$ cat src/rtl/groovy_cmd_sched.sv
// Command scheduler: grants HPS request flags to the video engines (one at a time)
// and to the audio DMA (independent channel), with per-channel watchdogs.
module groovy_cmd_sched #(
    parameter int unsigned TIMEOUT_W = 24
) (
    input  logic        clk_sys,
    input  logic        reset,
    input  logic        cmd_init,
    input  logic        cmd_switchres,
    output logic        reset_switchres,
    input  logic        cmd_blit,
    output logic        reset_blit,
    input  logic        cmd_blit_lz4,
    input  logic        lz4_AB,
    input  logic [31:0] lz4_size,
    output logic        reset_blit_lz4,
    input  logic        cmd_audio,
    input  logic [15:0] audio_samples,
    output logic        reset_audio,
    input  logic        vga_vblank,
    output logic        modeline_start,
    output logic        blit_start,
    output logic        lz4_start,
    input  logic        modeline_done,
    input  logic        blit_done,
    input  logic        lz4_done,
    output logic [31:0] lz4_len,
    output logic        lz4_buf,
    output logic        audio_start,
    output logic [15:0] audio_len,
    input  logic        audio_done,
    output logic        video_abort,
    output logic        audio_abort,
    output logic        video_busy,
    output logic        audio_busy,
    output logic [1:0]  timeout_err
);

    // Counter value at which the next increment would reach all-ones.
    localparam logic [TIMEOUT_W-1:0] CNT_LAST = {{(TIMEOUT_W-1){1'b1}}, 1'b0};

    typedef enum logic [2:0] {
        V_IDLE     = 3'd0,
        V_SWR_WAIT = 3'd1,
        V_SWR      = 3'd2,
        V_BLIT     = 3'd3,
        V_LZ4      = 3'd4
    } v_state_e;

    typedef enum logic {
        A_IDLE = 1'b0,
        A_RUN  = 1'b1
    } a_state_e;

    v_state_e             v_state, v_next;
    a_state_e             a_state, a_next;
    logic [TIMEOUT_W-1:0] v_cnt, a_cnt;

    logic req_swr_c, req_lz4_c, req_blit_c, req_aud_c;
    logic v_run_c, v_done_c, v_to_c, a_done_c, a_to_c;
    logic swr_go_c, lz4_go_c, blit_go_c, aud_go_c;

    // The registered ack doubles as the one-cycle mask while the upstream flag falls.
    assign req_swr_c  = cmd_switchres & ~reset_switchres;
    assign req_lz4_c  = cmd_blit_lz4  & ~reset_blit_lz4;
    assign req_blit_c = cmd_blit      & ~reset_blit;
    assign req_aud_c  = cmd_audio     & ~reset_audio;

    assign v_run_c  = (v_state == V_SWR) || (v_state == V_BLIT) || (v_state == V_LZ4);
    assign v_done_c = ((v_state == V_SWR)  && modeline_done) ||
                      ((v_state == V_BLIT) && blit_done)     ||
                      ((v_state == V_LZ4)  && lz4_done);
    assign v_to_c   = v_run_c && !v_done_c && (v_cnt == CNT_LAST);
    assign a_done_c = (a_state == A_RUN) && audio_done;
    assign a_to_c   = (a_state == A_RUN) && !audio_done && (a_cnt == CNT_LAST);

    always_ff @(posedge clk_sys) begin
        if (reset) begin
            v_state <= V_IDLE;
            a_state <= A_IDLE;
        end else begin
            v_state <= v_next;
            a_state <= a_next;
        end
    end

    always_comb begin
        v_next = v_state;
        a_next = a_state;
        case (v_state)
            V_IDLE: begin
                if (cmd_init) begin
                    if (req_swr_c)       v_next = V_SWR_WAIT;
                    else if (req_lz4_c)  v_next = V_LZ4;
                    else if (req_blit_c) v_next = V_BLIT;
                end
            end
            V_SWR_WAIT: begin
                if (!cmd_init)       v_next = V_IDLE;
                else if (vga_vblank) v_next = V_SWR;
            end
            V_SWR, V_BLIT, V_LZ4: begin
                if (v_done_c || v_to_c) v_next = V_IDLE;
            end
            default: v_next = V_IDLE;
        endcase
        case (a_state)
            A_IDLE:  if (cmd_init && req_aud_c) a_next = A_RUN;
            A_RUN:   if (a_done_c || a_to_c)    a_next = A_IDLE;
            default: a_next = A_IDLE;
        endcase
    end

    // Grant decode; switchres outranks lz4, which outranks raw blit.
    always_comb begin
        swr_go_c  = 1'b0;
        lz4_go_c  = 1'b0;
        blit_go_c = 1'b0;
        aud_go_c  = 1'b0;
        if (v_state == V_SWR_WAIT) begin
            swr_go_c = cmd_init && vga_vblank;
        end
        if ((v_state == V_IDLE) && cmd_init && !req_swr_c) begin
            lz4_go_c  = req_lz4_c;
            blit_go_c = !req_lz4_c && req_blit_c;
        end
        if (a_state == A_IDLE) begin
            aud_go_c = cmd_init && req_aud_c;
        end
    end

    always_ff @(posedge clk_sys) begin
        if (reset) begin
            reset_switchres <= 1'b0;
            reset_blit      <= 1'b0;
            reset_blit_lz4  <= 1'b0;
            reset_audio     <= 1'b0;
            modeline_start  <= 1'b0;
            blit_start      <= 1'b0;
            lz4_start       <= 1'b0;
            audio_start     <= 1'b0;
            video_abort     <= 1'b0;
            audio_abort     <= 1'b0;
            video_busy      <= 1'b0;
            audio_busy      <= 1'b0;
            lz4_len         <= '0;
            lz4_buf         <= 1'b0;
            audio_len       <= '0;
            timeout_err     <= '0;
            v_cnt           <= '0;
            a_cnt           <= '0;
        end else begin
            reset_switchres <= swr_go_c;
            modeline_start  <= swr_go_c;
            reset_blit_lz4  <= lz4_go_c;
            lz4_start       <= lz4_go_c;
            reset_blit      <= blit_go_c;
            blit_start      <= blit_go_c;
            reset_audio     <= aud_go_c;
            audio_start     <= aud_go_c;
            video_abort     <= v_to_c;
            audio_abort     <= a_to_c;
            video_busy      <= (v_next != V_IDLE);
            audio_busy      <= (a_next == A_RUN);
            v_cnt           <= v_run_c ? v_cnt + TIMEOUT_W'(1) : '0;
            a_cnt           <= (a_state == A_RUN) ? a_cnt + TIMEOUT_W'(1) : '0;
            if (lz4_go_c) begin
                lz4_len <= lz4_size;
                lz4_buf <= lz4_AB;
            end
            if (aud_go_c) begin
                audio_len <= audio_samples;
            end
            if (!cmd_init) timeout_err <= '0;
            else           timeout_err <= timeout_err | {a_to_c, v_to_c};
        end
    end

endmodule

$ cat config.mk
export PLATFORM = sky130hd
export DESIGN_NAME = groovy_cmd_sched
export DESIGN_NICKNAME = d
export VERILOG_FILES = /design/src/rtl/groovy_cmd_sched.sv
export SDC_FILE = /design/constraint.sdc
export NUM_CORES = 1
export LEC_CHECK = 0
export CORE_MARGIN = 3
export CORE_UTILIZATION = 48
export CTS_CLUSTER_DIAMETER = 30
export DETAILED_ROUTE_END_ITERATION = 10
export PLACE_DENSITY = 0.84
export SETUP_SLACK_MARGIN = 0.5
export SYNTH_ARGS = -nofsm -noshare
export SYNTH_HDL_FRONTEND = slang
export SYNTH_SLANG_ARGS = --single-unit
$ cat constraint.sdc
create_clock -name clk_sys -period 2.6 [get_ports clk_sys]
set_clock_uncertainty 0.1 [all_clocks]
set_input_delay 0.39 -clock clk_sys [delete_from_list [all_inputs] [get_ports clk_sys]]
set_output_delay 0.39 -clock clk_sys [all_outputs]
set_load 0.02 [all_outputs]
[Yosys cells after proc, flatten, opt, wreduce, memory -nomap -nowiden]
Index checks and enable logic that the tools add are counted.
Storage, ports and cells
  register bits after elaboration: 110
  latch bits: 0
  bits in writable memories: 0
  memory bits (read-only): 0
  input bits: 61
  logic and storage cells: 81
  memories kept: 0
Operators by class
  add/subtract/negate cells: 2
  multipliers: 0
  divide/modulo/power cells: 0
  order comparisons: 0
  eq/ne operators: 6
  shift operators: 0
  muxes and demuxes: 13
  bitwise gates (word level): 14
  reductions and logical operators: 31
Operator list (count)
  $add A24 B1 Y24 const B: 2
  $eq A24 B24 Y1 const B: 2
  $mux W3: 7
  $logic_and A1 B1 Y1: 13
  $reduce_or A2 Y1: 5
  $not A1 Y1: 9
  $pmux W3 S3: 1
  $eq A3 B2 Y1 const B: 2
  $logic_or A1 B1 Y1: 6
  $and A1 B1 Y1: 4
  $logic_not A1 Y1: 4
  $mux W1: 4
  $eq A3 B1 Y1 const B: 1
  $eq A3 B3 Y1 const B: 1
  $logic_not A3 Y1: 1
  $reduce_bool A3 Y1: 1
  $reduce_or A3 Y1: 1
  $or A2 B2 Y2: 1
  $pmux W1 S2: 1

[Longest topological paths before layout]
Gate-level depths: netlist of the first run.
  depth after elaboration: 11
  gate-level depth with buffers: 6
  mapped depth without buffers: 6

[Worst setup path after synthesis of the first run]
No wires, ideal clock.
  kind: input port to flip-flop
  start: in cmd_init
  end: reg lz4_len[1]
  library setup time: 0.132 ns
  arrival: 1.578 ns
  data required time: 2.368 ns
  path slack: 0.790 ns
  cell stages on the path: 6
  buffers on the path: 2
  path through: or3b_1 or4_1 clkbuf_1 buf_2 nand2_1 a21oi_1
Between the ends
  cells in the longest elaborated chain, start to end: 3
RTL lines
  from (decl): RTL line 8  | input logic cmd_init,
  $logic_and A1 B1 Y1 (2 in a row): RTL line 123  | if ((v_state == V_IDLE) && cmd_init && !req_swr_c) begin
  $mux W1: RTL line 123
  to (signal assigned): RTL line 168  | lz4_len <= lz4_size;
  to (decl): RTL line 27  | output logic [31:0] lz4_len,
No other way between the ends.
A chain may end at the register's enable or synchronous reset.

[Worst setup path in the final report of the first run]
  start: in cmd_init
  end: reg lz4_len[30]
Same word-level chain as after synthesis.

==> impl_metrics.yaml, run 1 <==
die:
  die_h_um: 103.5
  pin_count: 124
  start_util_pct: 50.79
  row_count: 34
  die_area_sq_um: 10700
  die_w_um: 103.5
  coreArea_sq_um: 8976
worst_setup_path:
  cp-start-kind: "input pin"
  r2r-start: "v_cnt[6]"
  worstPathMaxFanout: 33
  path_class: "in2reg"
  end_kind: "flop"
  slowest_stage: "clkdlybuf4s50_1"
  cp_top_family: "simple AND/OR/NAND/NOR gates"
  cp-startpoint: "cmd_init"
  path_buf_inv: 2
  crit_chain: "clkdlybuf4s50_1 > or3b_1 > or4_1 > buf_6 > nand2_1 > a21oi_1"
  critPathMaxStageDelay_ps: 530
  worstPathArrival_ps: 2170
  cp.required_ps: 2740
routing:
  ant_nets: 0
  vias: 4110
  dr.first_iter.drc_count: 118
  wirelength_um: 11150
  remaining_drc_errors: 0
  dr.pass1.iters: 4
  routedWlPerCell_um: 14.28
  avgViaCountPerCell: 5.262
clocking:
  root_buffer: "clkbuf_8"
  ctsHoldBuffers: 0
  cts_sinks: 110
  cts_made_buffers: 9
  cts_buffer_depth: 2
  ctsHtreeMaxLevel: 3
  clock_latency_ps: 370
  cts_tree: "done"
  clkSlewWorstSetupHoldPaths_ps: 110
layout:
  seq_area_sq_um: 2202
  diodes: 0
  nets: 715
  n_fill_cell: 710
  finalInstanceArea_sq_um: 6061
  layoutNonFillerInstCount: 781
  drive_gt1_share_pct: 5.344
  multi_input_area_sq_um: 2162
  area_growth_pct: 32.93
synth:
  synth_fp_nets: 605
  synth.distinct_cells: 46
  ys_ff_latch: 110
  yosysWarnings: 0
  synth-edff-count: 0
  syn_area_per_cell_sq_um: 8.443
  synth_area_leaders: "dfxtp_1 48%, nand2_1 10%, a21oi_1 6.7%"
  yosysTopAreaCell: "dfxtp_1"
  synth_seq_area_share_pct: 48.30
  netlist_instances: 540
  synth_top_flop_cell: "dfxtp_1"
  synth_area_sq_um: 4559
  synth.top_cell.area_share_pct: 48.30
  synth-async-reset-ratio_pct: 0
timing:
  timing.final.ws_setup_ps: 569.3
  fmax_ghz: 0.4924
  finalCritPeriodShare_pct: 78.10
  slew_violations: 0
  setup-violations-final: 0
  worst_pin_slew_ps: 727.0
  hold_violations: 0
  fin_tns_setup_ps: 0
  period_needed_ps: 2031
  max_slew_margin_pct: 51.54
  rsz0062_at_grt: "no"
placed_design:
  post_dp_cell_area_sq_um: 5858
  port_buffers: 123
  place_congestion: 0.7942
  post-place-ws_ps: 158.4
  dp_hpwl_um: 8344
  dp_cells: 764
status:
  status: "finished, final reports clean"
power_and_ir_drop:
  power_leakage_nw: 2.036
  p_per_area_nw_per_um2: 511.8
  peakVddDrop_uv: 372.6
hold_path:
  hp-start: "reset"
  min_path_type: "in2reg"
grt:
  antenna_found_initial: 0
  grtUsageTotal_pct: 20.49
  overflow: 0
  grt_max_degree: 41
  grt_pass1_wl_um: 17570
  grt_pass1_vias: 3917
job:
  drv_cap: 0
## registers in the layout (all words and copies together) (netlist names), 2 cells and up
register / flops
a_cnt: 24
audio_len: 16
lz4_len: 32
timeout_err: 2
v_cnt: 24
v_state: 3
## worst min-delay path, cell delays in order
cell and delay (ps):
buf_2 90, buf_4 240, a21oi_1 60
## cell usage in the layout (no fill, tap or decap), types with 2 or more instances in the layout
cell and n:
ha_1 4, nand3_1 15, a21oi_1 61, o311ai_0 2, nor4_1 4, mux2i_1 2, xor2_1 13, nand2_1 127
xnor2_1 11, nor3_1 7, and4_1 9, or3_1 3, or4_1 16, buf_4 7, and3_1 8, clkdlybuf4s50_1 122
o22ai_1 2, o41ai_1 3, clkbuf_8 11, inv_1 10, o211ai_1 6, o31ai_1 10, nor2_1 31, and2_1 4
inv_6 3, dfxtp_1 110, o21ai_0 5, nor2b_1 4, nand2b_1 10, nand4_1 14
## path summary, 6_finish.rpt
| path | end | slack [ps] | cells after the start |
|---|---|---|---|
| min reg2reg | lz4_len[13] | 360 | 2 |
| min | lz4_len[21] | 350 | 3 |
| max reg2reg | v_cnt[22] | 700 | 4 |
| max | lz4_len[30] | 570 | 6 |
## synthesized netlist by cell type, drive strengths merged (3+ instances only)
| library cell | instances |
|---|---|
| nand2 | 127 |
| dfxtp | 110 |
| a21oi | 61 |
| nor2 | 31 |
| clkbuf | 17 |
| buf | 16 |
| nand4 | 16 |
| or4 | 16 |
| nand3 | 15 |
| xor2 | 13 |
| xnor2 | 11 |
| and4 | 10 |
| inv | 10 |
| nand2b | 10 |
| o31ai | 10 |
| and3 | 8 |
| nor3 | 7 |
| o211ai | 6 |
| nor4 | 5 |
| o21ai | 5 |
| and2 | 4 |
| ha | 4 |
| nor2b | 4 |
| or3 | 4 |
| o41ai | 3 |
## metal layers
layer	vias to the layer above	GRT usage (%)	routed length [um]
met4	0	5.677	214
met1	1920	24.01	4667
met3	16	5.030	480
met5	-	0	0
li1	2087	-	-
met2	87	37.06	5786
## power breakdown
part / internal, W / switching [W]
clock network: 0.000412 / 0.000580
logic: 0.000186 / 0.000170
registers: 0.00172 / 0.0000303
total: 0.00232 / 0.000781
## stage by stage
stage,utilization (%),power (W),hold slack [ps]
after floorplan,-,0.001945,337.0
after global placement,65.26,0.002137,340.2
after detailed placement,65.26,0.002147,348.5
after CTS,67.40,0.003117,343.5
after global routing,67.52,0.003218,363.6
final,67.52,0.003102,346.2
## kinds of logic (layout without fill, tap and decap cells)
group,after synthesis,after routing,synth area share [%]
AND/OR/NAND/NOR,265,265,29.23
flip-flops,110,110,48.30
AO/OA/AOI/OAI,92,92,11.72
buffers and inverters,43,158,4.610
XOR/XNOR,24,24,4.610
adder cells (fa/ha/maj),4,4,1.098
multiplexers,2,2,0.4391
## timing repair
| item | 4_1_cts | 5_1_grt |
|---|---|---|
| endpoints found under the setup margin | 0 | 22 |
| buffers inserted | 0 | 1 |
| endpoints found under the hold margin | 0 | 0 |
| gates resized for setup | 0 | 1 |
## final cells by class
cell class                 instances  area share (%)
clock buffer                      11           2.498
clock inverter                     5          0.6606
inverter                          10          0.6193
multi-input combinational        387           35.67
sequential                       110           36.33
tap                              126           2.601
timing repair buffer             132           21.61
Power figures use the tool's default switching activity.
==> run 2: changes to the inputs <==
- clock period: 2.6 -> 2.1 ns (I/O delays scaled with it)
==> impl_metrics.yaml, run 2 (same netlist as run 1, synthesis figures left out) <==
layout:
  area_growth_pct: 53.92
  n_fill_cell: 542
  regMostFlops: "lz4_len"
  largest_reg_flops: 32
  drive_gt1_share_pct: 28.89
  final_cell_mix: "112 x nand2_1, 71 x dfxtp_1, 63 x dlygate4sd2_1, 56 x clkdlybuf4s50_1, 48 x buf_4"
  largest_registers: "lz4_len: 32 flops, a_cnt: 24 flops, v_cnt: 24 flops"
  layoutNonFillerInstCount: 839
  final_util_pct: 78.19
  nets: 773
  diodes: 0
  layout_commonest_cell: "nand2_1"
die:
  start_util_pct: 50.79
  row_count: 34
  pin_count: 124
  die_w_um: 103.5
  coreArea_sq_um: 8976
  die_area_sq_um: 10700
  die_h_um: 103.5
status:
  status: "finished, final reports clean"
routing:
  wirelength_um: 15570
  dr.first_iter.drc_count: 298
  dr.pass1.iters: 5
  avgViaCountPerCell: 5.763
  ant_nets: 0
  vias: 4835
  routedWlPerCell_um: 18.56
  remaining_drc_errors: 0
timing:
  timing.final.ws_setup_ps: 297.0
  slew_violations: 0
  worst_pin_slew_ps: 534.5
  period_needed_ps: 1803
  finalCritPeriodShare_pct: 85.86
  whs_ps: 257.6
  setup-violations-final: 0
  rsz0062_at_grt: "yes"
  hold_violations: 0
  max_slew_margin_pct: 64.04
  fmax_ghz: 0.5546
placed_design:
  post-place-ws_ps: -109.8
  dp_cells: 774
  dp_hpwl_um: 8574
  port_buffers: 123
  place_congestion: 0.8156
grt:
  overflow: 0
  grtUsageTotal_pct: 24.75
  grt_pass1_wl_um: 21000
  grt_max_degree: 35
  grt_pass1_vias: 4376
  antenna_found_initial: 0
worst_setup_path:
  path_class: "reg2reg"
  worstPathArrival_ps: 2020
  worstPathMaxFanout: 8
  cp-start-kind: "flop"
  end_kind: "flop"
  cp.required_ps: 2320
power_and_ir_drop:
  swShare_pct: 25.73
  p_per_area_nw_per_um2: 591.3
  power_w: 0.004149
  p_int_w: 0.003082
  power_frac_clock_pct: 34.7
  pwr-share-seq_pct: 52.0
  power_frac_comb_pct: 13.4
  switchingPower_w: 0.001068
  peakVddDrop_uv: 376.9
  power_leakage_nw: 2.877
hold_path:
  min_path_type: "in2reg"
clocking:
  ctsHtreeMaxLevel: 3
  cts_sinks: 110
  ctsHoldBuffers: 0
  root_buffer: "clkbuf_8"
  clock_latency_ps: 380
  cts_buffer_depth: 2
  cts_tree: "done"
  clkSlewWorstSetupHoldPaths_ps: 120
  cts_made_buffers: 9
job:
  drv_cap: 0
==> run 2: metrics by stage <==
| stage | cell area, sq um | setup TNS [ps] |
|---|---|---|
| after global placement | 5972 | -2062 |
| after detailed placement | 5972 | -2573 |
| after CTS | 6549 | 0 |
| final | 7018 | 0 |
| after floorplan | 4612 | 0 |
| after global routing | 7018 | 0 |
==> run 2: path summary, 6_finish.rpt <==
| path | start | end | slack (ps) | depth (start not counted) |
|---|---|---|---|---|
| setup / recovery | v_state[1] | lz4_len[26] | 300 | 7 |
| hold / removal | reset | a_cnt[18] | 260 | 3 |
| setup reg to reg | v_state[1] | lz4_len[26] | 300 | 7 |
| hold reg to reg | audio_len[15] | audio_len[15] | 360 | 2 |
==> run 2: metal layers <==
layer  up-vias  global-route usage, %  share of wire, %
li1       2213                      -                 -
met1      2321                  28.04                36
met2       247                  46.08                53
met3        54                  4.158               7.0
met4         0                  9.363               3.7
met5         -                      0                 0
==> run 2: timing repair <==
action	in CTS	in global routing
setup buffers	26	16
pin swaps	19	30
cloned	4	3
resized for setup	139	85
endpoints found under the setup margin	136	61
==> run 2: cell type report <==
type / count / area (sq um) / share of cell area (%)
Tap cell: 126 / 157.7 / 2.246
Sequential cell: 110 / 2276 / 32.43
Timing Repair Buffer: 189 / 1792 / 25.53
Multi-Input combinational cell: 388 / 2537 / 36.16
Inverter: 10 / 37.54 / 0.5349
Clock inverter: 7 / 93.84 / 1.337
Clock buffer: 9 / 123.9 / 1.765
==> run 2: power groups by stage <==
stage	sequential (W)	combinational (W)	clock (W)
2_1_floorplan	0.00226	0.000152	0
3_3_place_gp	0.00221	0.000447	0
4_1_cts	0.00216	0.000486	0.00143
6_report	0.00216	0.000555	0.00144
5_1_grt	0.00216	0.000587	0.00152
3_5_place_dp	0.00221	0.000454	0
==> run 2: worst max-delay path: stages (launching register included) <==
cell and delay [ps]:
dfxtp_4 360, or3b_4 400, buf_6 130, nor4_4 180, buf_4 210, buf_16 140
nand2_1 80, a21oi_2 140
